<file path="src/rtl/mix_pkg.sv">
// mix_pkg: shared types and width helpers for the mix_scheduler slice.
//   mix_state_t : scheduler FSM states (IDLE, ACCUM, PRESENT)
//   acc_w()     : accumulator width for a given output width (one guard bit)
//   idx_w()     : channel index width, never below 1 bit
package mix_pkg;

  typedef enum logic [1:0] {
    IDLE    = 2'd0,
    ACCUM   = 2'd1,
    PRESENT = 2'd2
  } mix_state_t;

  // One extra bit above the audio width lets the saturation test see a sum
  // that has gone past the largest representable sample.
  function automatic int acc_w(input int out_w);
    return out_w + 1;
  endfunction

  function automatic int idx_w(input int num);
    return (num > 1) ? $clog2(num) : 1;
  endfunction

endpackage

</file>
<file path="src/rtl/sat_accum.sv">
// sat_accum: registered accumulator with synchronous clear, conditional add
// and a saturating view of the value it will hold after this cycle's add.
// Ports:
//   clk, rst  : clock, asynchronous active-high reset
//   clr       : zero the accumulator on the next edge
//   add_en    : add addend on the next edge
//   addend    : zero-extended operand, W bits
//   sat_next  : next accumulator value clamped to OUT_W bits (all ones on excess)
module sat_accum #(
  parameter int OUT_W = 12,
  parameter int W     = 13
) (
  input  logic             clk,
  input  logic             rst,
  input  logic             clr,
  input  logic             add_en,
  input  logic [W-1:0]     addend,
  output logic [OUT_W-1:0] sat_next
);

  logic [W-1:0] acc_q;
  logic [W-1:0] addend_g;
  logic [W:0]   raw;
  logic [W-1:0] acc_next;

  always_comb begin
    addend_g = add_en ? addend : '0;
    raw      = {1'b0, acc_q} + {1'b0, addend_g};
    // Pin at all ones on carry-out so the accumulator itself never wraps.
    acc_next = raw[W] ? '1 : raw[W-1:0];
    sat_next = (|acc_next[W-1:OUT_W]) ? '1 : acc_next[OUT_W-1:0];
  end

  always_ff @(posedge clk or posedge rst) begin
    if (rst) begin
      acc_q <= '0;
    end else if (clr) begin
      acc_q <= '0;
    end else if (add_en) begin
      acc_q <= acc_next;
    end
  end

endmodule

</file>
<file path="src/rtl/mix_scheduler.sv">
// mix_scheduler: snapshots NUM channels on sample_tick, sums the enabled ones
// through one shared saturating adder (one channel per clock), then presents
// the sample downstream.
// Handshake: audio_valid rises with a new sample and audio stays stable until
// a cycle with audio_valid=1 and audio_ready=1; that cycle transfers the sample
// and audio_valid drops on the following edge. audio keeps its last value.
// Ports:
//   clk, rst      : clock, asynchronous active-high reset
//   sample_tick   : one-cycle sample period start
//   channels      : packed unsigned samples, channel i = [i*N +: N]
//   ch_enable     : per-channel enable
//   audio_ready   : downstream accept
//   audio         : mixed, saturated sample
//   audio_valid   : audio holds an unaccepted sample
//   busy          : FSM not in IDLE
//   overrun       : sticky, a tick arrived when it could not be accepted
//   overrun_clr   : synchronous clear for overrun (a same-cycle drop wins)
module mix_scheduler
  import mix_pkg::*;
#(
  parameter int NUM   = 4,
  parameter int N     = 4,
  parameter int OUT_W = 12
) (
  input  logic             clk,
  input  logic             rst,
  input  logic             sample_tick,
  input  logic [NUM*N-1:0] channels,
  input  logic [NUM-1:0]   ch_enable,
  input  logic             audio_ready,
  output logic [OUT_W-1:0] audio,
  output logic             audio_valid,
  output logic             busy,
  output logic             overrun,
  input  logic             overrun_clr
);

  localparam int ACC_W = acc_w(OUT_W);
  localparam int IDX_W = idx_w(NUM);
  localparam logic [IDX_W-1:0] LAST_IDX = IDX_W'(NUM - 1);

  if (OUT_W < N + $clog2(NUM)) begin : g_width_check
    $error("mix_scheduler: OUT_W too narrow for NUM channels of N bits");
  end

  mix_state_t       state;
  logic [IDX_W-1:0] idx;
  logic [NUM*N-1:0] snap_ch;
  logic [NUM-1:0]   snap_en;

  logic             handshake;
  logic             start;
  logic             drop;
  logic             add_en;
  logic [ACC_W-1:0] addend;
  logic [OUT_W-1:0] sat_next;

  always_comb begin
    handshake = (state == PRESENT) && audio_valid && audio_ready;
    // A tick is taken when idle, or when the held sample leaves this cycle.
    start     = sample_tick && ((state == IDLE) || handshake);
    drop      = sample_tick && !start;
    add_en    = (state == ACCUM);
    addend    = snap_en[idx] ? ACC_W'(snap_ch[idx*N +: N]) : '0;
  end

  sat_accum #(
    .OUT_W (OUT_W),
    .W     (ACC_W)
  ) u_acc (
    .clk      (clk),
    .rst      (rst),
    .clr      (start),
    .add_en   (add_en),
    .addend   (addend),
    .sat_next (sat_next)
  );

  always_ff @(posedge clk or posedge rst) begin
    if (rst) begin
      state       <= IDLE;
      idx         <= '0;
      snap_ch     <= '0;
      snap_en     <= '0;
      audio       <= '0;
      audio_valid <= 1'b0;
      busy        <= 1'b0;
      overrun     <= 1'b0;
    end else begin
      if (drop) begin
        overrun <= 1'b1;
      end else if (overrun_clr) begin
        overrun <= 1'b0;
      end

      case (state)
        IDLE: begin
          if (start) begin
            snap_ch <= channels;
            snap_en <= ch_enable;
            idx     <= '0;
            state   <= ACCUM;
            busy    <= 1'b1;
          end
        end
        ACCUM: begin
          idx <= idx + 1'b1;
          if (idx == LAST_IDX) begin
            idx         <= '0;
            audio       <= sat_next;
            audio_valid <= 1'b1;
            state       <= PRESENT;
          end
        end
        PRESENT: begin
          if (handshake) begin
            audio_valid <= 1'b0;
            if (start) begin
              snap_ch <= channels;
              snap_en <= ch_enable;
              idx     <= '0;
              state   <= ACCUM;
            end else begin
              state <= IDLE;
              busy  <= 1'b0;
            end
          end
        end
        default: begin
          state       <= IDLE;
          busy        <= 1'b0;
          audio_valid <= 1'b0;
        end
      endcase
    end
  end

endmodule

</file>
<file path="config.mk">
export PLATFORM = sky130hd
export DESIGN_NAME = mix_scheduler
export DESIGN_NICKNAME = d
export VERILOG_FILES = /design/src/rtl/mix_pkg.sv /design/src/rtl/sat_accum.sv /design/src/rtl/mix_scheduler.sv
export SDC_FILE = /design/constraint.sdc
export NUM_CORES = 1
export LEC_CHECK = 0
export CAP_MARGIN = 20
export CORE_MARGIN = 5
export CORE_UTILIZATION = 45
export CTS_CLUSTER_DIAMETER = 120
export DETAILED_ROUTE_END_ITERATION = 16
export GPL_TIMING_DRIVEN = 0
export PLACE_DENSITY_LB_ADDON = 0.08
export SYNTH_ARGS = -nofsm -noshare
export SYNTH_HDL_FRONTEND = slang
export SYNTH_SLANG_ARGS = --single-unit
</file>
<file path="constraint.sdc">
create_clock -name clk -period 3.3 [get_ports clk]
set_clock_uncertainty 0.2 [all_clocks]
set_input_delay 0.66 -clock clk [delete_from_list [all_inputs] [get_ports clk]]
set_output_delay 0.66 -clock clk [all_outputs]
set_load 0.1 [all_outputs]
</file>
==> impl_metrics.env <==
export IMPL_core_area_mm2=0.005574
export IMPL_sw_frac_of_total=0.4926
export IMPL_track_usage=0.1630
export IMPL_root_buffer="clkbuf_8"
export IMPL_syn_avg_cell_area_um2=9.416
export IMPL_yosysSeqAreaShare=0.4971
export IMPL_initial_core_util=0.4696
export IMPL_setup_viol=0
export IMPL_outcome="finished clean"
export IMPL_grt_antenna_before_repair=0
export IMPL_area_growth_syn_to_layout_pct=25.00
export IMPL_wirelength_um=5702
export IMPL_r2r_end="audio[8]"
export IMPL_synth_most_common_cell="nand2_1"
export IMPL_reg2regPathDepth=13
export IMPL_drive_gt1_frac=0.1064
export IMPL_hold_start="snap_ch[15]"
export IMPL_wire_per_inst_um=14.22
export IMPL_overflow=0
export IMPL_num_io_pins=40
export IMPL_drcViolationCount=0
export IMPL_dp_hpwl_um=4128
export IMPL_p_int_uw=1667
export IMPL_r2r_slack_ps=160
export IMPL_required_ps=3290
export IMPL_antennaDiodeCount=0
export IMPL_final_seq_area_mm2=0.001303
export IMPL_yosysWarnings=0
export IMPL_synth_cell_types=45
export IMPL_fmax_ghz=0.3184
export IMPL_port_buffers=39
export IMPL_maxSlewHeadroom=0.3492
export IMPL_syn_nets=309
export IMPL_reg2reg_from="state[0]"
export IMPL_rows=27
export IMPL_ys_async_sr_fraction=1.000
export IMPL_whs_ps=279.9
export IMPL_netlist_top_cells_area="dfrtp_1 (50%), nand2_1 (11%), a21oi_1 (3.6%)"
export IMPL_netlist_area_mm2=0.002618
export IMPL_fin_cells=401
export IMPL_synthFlopType="dfrtp_1"
export IMPL_min_path_type="flip-flop to flip-flop"
export IMPL_powerDensity_mw_per_mm2=1004
export IMPL_max_cap_violations=0
export IMPL_setup_tns_ps=0
export IMPL_drv_slew=0
export IMPL_irDropWorstVdd_mv=0.5177
export IMPL_hold_buffers=0
export IMPL_cts_buffer_depth=2
export IMPL_yosys_area_top_type_share=0.4971
export IMPL_cts_tree="done"
export IMPL_grt_pass1_vias=2012
export IMPL_cts_made_buffers=5
export IMPL_vias_per_cell=5.167
export IMPL_period_needed_ps=3141
export IMPL_arrival_ps=3130
export IMPL_power_share_clock=0.120
export IMPL_comb_power_share=0.562
export IMPL_path_clk_slew_ps=90
export IMPL_drt_iter0_markers=75
export IMPL_die_w_um=86.27
export IMPL_dp_cells=390
export IMPL_min_path_cells=2
export IMPL_insertion_delay_ps=310
export IMPL_synthTopCellsByCount="nand2_1 (74), dfrtp_1 (52), nor2_1 (22)"
export IMPL_die_h_um=86.27
export IMPL_grt_pass1_wl_um=9528
export IMPL_multi_input_area_mm2=0.001231
export IMPL_power_frac_seq=0.318
export IMPL_timing_final_ws_setup_ps=159.2
export IMPL_crit_type="flip-flop to flip-flop"
export IMPL_ys_ff_latch=52
export IMPL_grt_max_degree=35
export IMPL_place_congestion=0.8428
export IMPL_crit_path_end_kind="flip-flop"
export IMPL_cp_start_kind="flip-flop"
export IMPL_nets=360
export IMPL_dr_pass1_iters=4
export IMPL_cts_sink_count=52
export IMPL_yosys_area_top_type="dfrtp_1"
export IMPL_finalHoldViolations=0
export IMPL_crit_fanout=10
export IMPL_cts_htree_levels=2
export IMPL_netlist_instances=278
export IMPL_final_antenna_net_count=0
export IMPL_whs_endpoint="snap_ch[15]"
export IMPL_synth_edf_count=0
export IMPL_post_place_ws_ps=-317.4
export IMPL_tightest_slew_ps=973.2
export IMPL_fillers=522
export IMPL_dieArea_mm2=0.007442
export IMPL_p_leak_uw=0.001487
export IMPL_finalCritPeriodShare=0.9517
export IMPL_finalPower_uw=3286
export IMPL_via_count=2072
export IMPL_p_sw_uw=1619
worst max-delay path by stage:
stage | slack [ps] | from | depth (start not counted) | endpoint
after CTS | 20 | state[0] | 13 | audio[8]
after global routing | -6 | idx[0] | 11 | u_acc.acc_q[6]
after floorplan | 270 | state[0] | 12 | audio[10]
after global placement | -250 | state[0] | 12 | audio[5]
final | 160 | state[0] | 13 | audio[8]
after detailed placement | -320 | state[0] | 12 | audio[8]
kinds of logic after synthesis:
| logic type | count (synthesis) | share of synthesized area |
|---|---|---|
| compound gates | 55 | 0.1386 |
| xor+xnor | 6 | 0.02008 |
| fa+ha+maj | 6 | 0.03155 |
| buf+inv | 24 | 0.03633 |
| flops | 52 | 0.4971 |
| mux | 8 | 0.04972 |
| simple gates | 127 | 0.2266 |
cell type report:
type | count | area share
clock buffers | 7 | 0.02945
multi-input cells | 202 | 0.3763
plain buffers | 10 | 0.01683
well taps | 72 | 0.02753
inverters | 13 | 0.01491
repair buffers | 45 | 0.1369
flip-flops and latches | 52 | 0.3981
metal layers:
metal	vias up	GRT usage	wire, µm
met4	0	0.04674	72
met5	-	0	0
met2	37	0.2761	2682
met1	976	0.2115	2674
li1	1053	-	-
met3	6	0.03422	272
power by group through the flow:
stage | Clock (µW) | Sequential, µW | Combinational (µW)
after floorplan | 0 | 1660 | 748
after global placement | 0 | 1040 | 1800
after detailed placement | 0 | 1040 | 1820
after CTS | 406 | 1040 | 1820
after global routing | 425 | 1080 | 1990
final | 394 | 1040 | 1850
registers in the layout (all words and copies together) (netlist names):
| signal | flops |
|---|---|
| u_acc.acc_q | 13 |
| snap_en | 4 |
| audio_valid | 1 |
| overrun | 1 |
| state | 2 |
| idx | 2 |
| busy | 1 |
| snap_ch | 16 |
| audio | 12 |
repair_timing:
item / in CTS / in global routing
buffers inserted: 1 / 4
endpoints found under the hold margin: 0 / 0
setup endpoints to repair: 16 / 20
gates resized for setup: 4 / 8
pin swaps: 1 / 2
placed cells by master (no fill, tap or decap), types with 2 or more instances in the layout:
cell and n:
nor3_1 3, clkbuf_1 5, inv_1 12, a211oi_1 5
nor2b_1 2, a21oi_1 19, buf_4 6, nand3_1 4
nor4_1 2, o21a_1 2, nor3_4 2, clkdlybuf4s50_1 39
ha_1 5, nor2_1 22, o31ai_1 2, xnor2_1 6
nand2_1 74, o21ai_0 10, a311oi_1 4, mux2i_1 4
dfrtp_1 51, and2_1 2, mux4_2 4, and3_1 6
a211o_1 2, buf_2 2, clkbuf_8 7
worst max-delay path, stage by stage, from the launching register on:
cell	delay, ps
dfrtp_2	420
nor2b_1	140
clkbuf_4	200
buf_4	190
and3_1	170
ha_1	190
inv_1	60
fa_1	410
nor2b_2	180
o211a_4	210
a31oi_2	150
nor4_4	270
buf_4	180
a21oi_1	70
stage by stage:
| step | utilization | cell area (µm²) |
|---|---|---|
| after floorplan | - | 2618 |
| after global placement | 0.5558 | 3098 |
| after detailed placement | 0.5594 | 3118 |
| after CTS | 0.5798 | 3232 |
| after global routing | 0.5870 | 3272 |
| final | 0.5870 | 3272 |
No activity file was read; power rests on OpenSTA's default activity.
